==> src/rtl/confused_pkg.sv <==
// Shared definitions for the ConfusedCore interconnect blocks.
//   WORD_W : native data word width ("hmmm word")
//   idx_w  : bits needed to name one of n channels, never less than 1
package confused_pkg;

  localparam int WORD_W = 16;

  function automatic int idx_w(input int n);
    return (n > 1) ? $clog2(n) : 1;
  endfunction

endpackage

==> src/rtl/arb_mux_reg_rr_arbiter.sv <==
// rr_arbiter: one-hot arbiter over N requesters, fixed priority or round-robin.
// Ports:
//   clk       in   rising-edge clock
//   reset     in   asynchronous, active-high reset (ptr -> 0)
//   req       in   N request lines
//   advance   in   a granted request was accepted this cycle; moves ptr (RR only)
//   grant     out  one-hot grant, zero when no request
//   grant_idx out  binary index of the granted requester (0 when none)
module rr_arbiter
  import confused_pkg::*;
#(
  parameter int N  = 4,
  parameter int RR = 1,
  localparam int IDXW = idx_w(N)
) (
  input  logic            clk,
  input  logic            reset,
  input  logic [N-1:0]    req,
  input  logic            advance,
  output logic [N-1:0]    grant,
  output logic [IDXW-1:0] grant_idx
);

  logic [IDXW-1:0] ptr;
  logic [IDXW-1:0] jj;
  logic            found;
  int              j;

  // Search starts at ptr (RR) or 0 (fixed priority) and wraps once around.
  always_comb begin
    grant     = '0;
    grant_idx = '0;
    found     = 1'b0;
    j         = 0;
    jj        = '0;
    for (int k = 0; k < N; k++) begin
      j = (RR != 0) ? int'(ptr) + k : k;
      if (j >= N) j = j - N;
      jj = IDXW'(j);
      if (!found && req[jj]) begin
        found     = 1'b1;
        grant[jj] = 1'b1;
        grant_idx = jj;
      end
    end
  end

  // After serving channel i the next search begins just past it.
  always_ff @(posedge clk or posedge reset) begin
    if (reset) begin
      ptr <= '0;
    end else if ((RR != 0) && advance) begin
      ptr <= (grant_idx == IDXW'(N - 1)) ? '0 : grant_idx + 1'b1;
    end
  end

endmodule

==> src/rtl/arb_mux_reg.sv <==
// arb_mux_reg: N-input, W-bit arbitrating mux with valid/ready handshakes and
// one registered output stage that holds steady under backpressure.
// Ports:
//   clk       in   rising-edge clock
//   reset     in   asynchronous, active-high reset
//   in_data   in   N*W, channel i at [i*W +: W]
//   in_valid  in   N, channel i offers data
//   in_ready  out  N, channel i accepted when in_valid[i] & in_ready[i]
//   out_data  out  W, registered selected word
//   out_src   out  IDXW, channel that supplied out_data
//   out_valid out  out_data/out_src valid
//   out_ready in   consumer accepts when out_valid & out_ready
module arb_mux_reg
  import confused_pkg::*;
#(
  parameter int W  = WORD_W,
  parameter int N  = 4,
  parameter int RR = 1,
  localparam int IDXW = idx_w(N)
) (
  input  logic            clk,
  input  logic            reset,
  input  logic [N*W-1:0]  in_data,
  input  logic [N-1:0]    in_valid,
  output logic [N-1:0]    in_ready,
  output logic [W-1:0]    out_data,
  output logic [IDXW-1:0] out_src,
  output logic            out_valid,
  input  logic            out_ready
);

  logic            load;
  logic            advance;
  logic [N-1:0]    req;
  logic [N-1:0]    grant;
  logic [IDXW-1:0] grant_idx;
  logic [W-1:0]    sel_data;

  // Masking requests during reset keeps in_ready low without waiting for a clock.
  assign req      = reset ? '0 : in_valid;
  assign load     = ~out_valid | out_ready;
  assign in_ready = grant & {N{load}};
  assign advance  = |(in_valid & in_ready);

  rr_arbiter #(
    .N (N),
    .RR(RR)
  ) u_arb (
    .clk      (clk),
    .reset    (reset),
    .req      (req),
    .advance  (advance),
    .grant    (grant),
    .grant_idx(grant_idx)
  );

  // Grant is one-hot, so a flat AND-OR is enough; no priority chain.
  always_comb begin
    sel_data = '0;
    for (int i = 0; i < N; i++) begin
      sel_data = sel_data | (in_data[i*W +: W] & {W{grant[i]}});
    end
  end

  always_ff @(posedge clk or posedge reset) begin
    if (reset) begin
      out_valid <= 1'b0;
      out_data  <= '0;
      out_src   <= '0;
    end else if (load) begin
      if (|grant) begin
        out_valid <= 1'b1;
        out_data  <= sel_data;
        out_src   <= grant_idx;
      end else begin
        out_valid <= 1'b0;
      end
    end
  end

endmodule

==> config.mk <==
export PLATFORM = sky130hd
export DESIGN_NAME = arb_mux_reg
export DESIGN_NICKNAME = d
export VERILOG_FILES = /design/src/rtl/confused_pkg.sv /design/src/rtl/arb_mux_reg_rr_arbiter.sv /design/src/rtl/arb_mux_reg.sv
export SDC_FILE = /design/constraint.sdc
export NUM_CORES = 1
export LEC_CHECK = 0
export CAP_MARGIN = 20
export CORE_MARGIN = 2
export CORE_UTILIZATION = 45
export DETAILED_ROUTE_END_ITERATION = 12
export GPL_TIMING_DRIVEN = 0
export PLACE_DENSITY = 0.95
export SYNTH_ARGS = -nofsm -noshare
export SYNTH_HDL_FRONTEND = slang
export SYNTH_SLANG_ARGS = --single-unit
==> constraint.sdc <==
create_clock -name clk -period 9.2 [get_ports clk]
set_input_delay 1.84 -clock clk [delete_from_list [all_inputs] [get_ports clk]]
set_output_delay 1.84 -clock clk [all_outputs]
set_load 0.05 [all_outputs]
==> impl_results.md <==
* Status: complete, no violations
* Yosys cell types at 39
* Final HPWL DP at 5.500 mm
* Crit. Startpoint: reset
* Multiplexer area fraction after synthesis at 0.1465
* Largest family of logic cells by synthesized area: compound AO/OA/AOI/OAI gates
* Die area at 5552 um2
* Min Tclk post-route at 6380 ps
* Critical Path Max Stage Delay at 820 ps
* Clock-pin slew on the worst setup and hold paths at 80 ps
* Critical path class: in -> out
* Buffers and inverters on the worst path at 2
* FF/Latch Area at 525.5 um2
* PD cells at around 320 nW/um2
* Area delta synth->final at 45.19%
* H-tree depth at 1
* CP required at 7360 ps
* Nets at approximately 430
* First-pass GRT wire length at 11.17 mm
* DR vias at 2,556
* XOR/XNOR Fraction of Synth Area at 0.007830
* Fin crit share at 0.6934
* Placed Cells at 415
* Drt first-iter violations at roughly 200
* Leak pwr at roughly 1.5 nW
* Reg-to-Reg End: out_data[2]$_DFFE_PP0P_
* Row Count at 25
* R2R Setup Slk at roughly 5300 ps
* Setup Buffers After CTS at 0
* Seq cells post-synth at 21
* CP Cell Sequence: buf_2 -> or2_2 -> o22ai_1 -> nand3_1 -> and3_2 -> nor2_1 -> clkdlybuf4s50_1
* Slew @ Worst Pin at between 800 and 900 ps
* Family with the most delay on the worst path: simple AND/OR/NAND/NOR gates
* Initial core utilization at 0.4705
* Yosys Warn Count at 0
* Simple-gate share of the synthesized area at 0.1096
* Synth Instances at 260
* Port bufs at 88
* Largest net degree at the start of global routing at 23
* Setup Skew at 2.382 ps
* Setup TNS at 0 ps
* Critical path peak fanout at 10
* Core ar. at 4755 um2
* Slowest stage cell, crit path: clkdlybuf4s50_1
* Syn Std Cell Area at 2237 um2
* Post-Syn Nets at approximately 340
* Grt ovf at 0
* Antenna Violating Nets Remaining at 0
* TritonCTS clock tree: done
* Vias in the first global route at 2,495
* Layout Cells excl Fill at about 420
* EDFF count, synth at 0
* Filler cells at between 300 and 400
* Post-synth ARST share at 1.000
* Finish-stage setup viols at 0
* # clock sinks at 21
* VDD IR max at 0.2758 mV
* Crit path launch type: primary input
* Total track usage at 0.2554
* Max Clock Freq at 156.8 MHz
* CP arrival at 4540 ps
* Clock buffer depth at 2
* Cts hold-fix bufs at 0
* Synthesized area per cell at 8.604 um2
* Ports at 94
* CTS resizes at 0
* WL/cell at 17.89 um
* HP Class: reg -> reg
* Placer Congestion at around 0.9
* Hold Vio Cnt, Final at 0
* Root Driver: clkbuf_8
* Share of cells above drive strength 1 at 0.1250
* Initial antenna violation count at 0
* CTS buffer count at 3
* Worst skew pair latency at roughly 260 ps
* DRC viols at 0
* Hold_sp: out_data[14]$_DFFE_PP0P_
* Die W at 74.51 um
* Post-synthesis sequential area ratio at 0.2349
* Ys flop type: dfrtp_1
* WL final at 7.498 mm
* RSZ-0062 raised after global routing: no
* First-pass iteration count of the detailed router at 5
* Synth Area in Adders at 0.04474
* Synth Area in Compound Gates at 0.3261
* Slew margin rel. at 0.4113
* Maxcap violations at 0
* WHS Endpoint: out_data[14]$_DFFE_PP0P_
* Hold Path Depth at 1
* Fin. max-slew vios at 0
* Area of the multi-input gates at 1420 um2
* Ant. Diodes at 0
* Reg2reg path depth at 10
* Crit end category: primary output
* Routed vias/inst at 6.100
* Die Y at 74.51 um
[power breakdown]
group          leakage [nW]  switching (W)  internal [W]
registers             0.270      0.0000260      0.000132
logic                  1.25       0.000466      0.000363
clock network        0.0255      0.0000326     0.0000302
[cell usage after synthesis, drive strengths merged (4+ instances only)]
cell type,instances,area (um2)
ha,8,100.1
dfrtp,21,525.5
a22o,4,35.03
inv,55,206.5
nor2b,7,43.79
mux2,18,232.7
clkbuf,7,26.28
and3,4,26.28
nor2,9,33.78
a2111o,17,191.4
nand3,12,70.07
mux2i,5,50.05
a32oi,4,80.08
buf,10,58.81
a22oi,5,42.54
a31oi,49,306.5
nand2,6,22.52
[cells by family after synthesis]
family,Yosys count
buffers and inverters,72
AND/OR/NAND/NOR,45
multiplexers,25
AO/OA/AOI/OAI,87
flip-flops,21
adder cells (fa/ha/maj),8
XOR/XNOR,2
[area by class of cell]
type	count	share of cell area
repair buffers	88	0.2712
clock inverters	1	0.001541
plain buffers	17	0.02619
flip-flops and latches	21	0.1618
well taps	67	0.02581
clock buffers	3	0.01271
multi-input cells	167	0.4372
inverters	55	0.06356
[how the worst max path moves through the flow]
stage,endpoint,depth (start not counted)
global placement,in_ready[2],7
global route,in_ready[2],7
CTS,in_ready[2],7
floorplan,in_ready[2],6
finish,in_ready[2],7
detailed placement,in_ready[2],7
[flip-flops by register name, summed over array words and instances, names as in the netlist, named ones only]
register / cells
out_src: 2
out_data: 16
u_arb.ptr: 1
out_valid: 1
[cells in the final DEF (no fill, tap or decap), types with 2 or more instances in the layout]
master	Yosys	layout
a2111o_1	17	17
a22o_1	4	4
a22oi_1	4	4
a31oi_1	49	49
a32oi_4	2	2
and3_1	3	3
buf_2	8	8
clkbuf_1	7	7
clkbuf_8	0	3
clkdlybuf4s50_1	0	88
dfrtp_1	21	21
ha_1	8	8
inv_1	55	55
mux2_2	10	10
mux2_4	8	8
mux2i_1	5	5
mux4_2	2	2
nand2_1	6	6
nand2b_1	2	2
nand3_1	10	10
nand3_2	2	2
nor2_1	9	9
nor2b_1	7	7
o21ai_0	2	2
o22ai_1	2	2
xnor2_1	2	2
[stage by stage]
stage          utilization   power, W  hold slack [ps]  cell area, um2  worst slack, ps
2_1_floorplan            -  0.0007650            711.2            2237             3520
3_3_place_gp        0.6734  0.0009481            490.3            3202             2965
3_5_place_dp        0.6734  0.0009727            496.4            3202             2843
4_1_cts             0.6832   0.001042            517.1            3248             2849
5_1_grt             0.6832   0.001104            534.4            3248             2691
6_report            0.6832   0.001050            517.0            3248             2820
[layer usage]
layer / share of wire / global-route usage / routed length [um]
met1: 0.39 / 0.3077 / 2961
met2: 0.49 / 0.4513 / 3640
met3: 0.089 / 0.04472 / 671
met4: 0.030 / 0.09921 / 224
met5: 0 / 0 / 0
(Power assumes the default switching activity.)
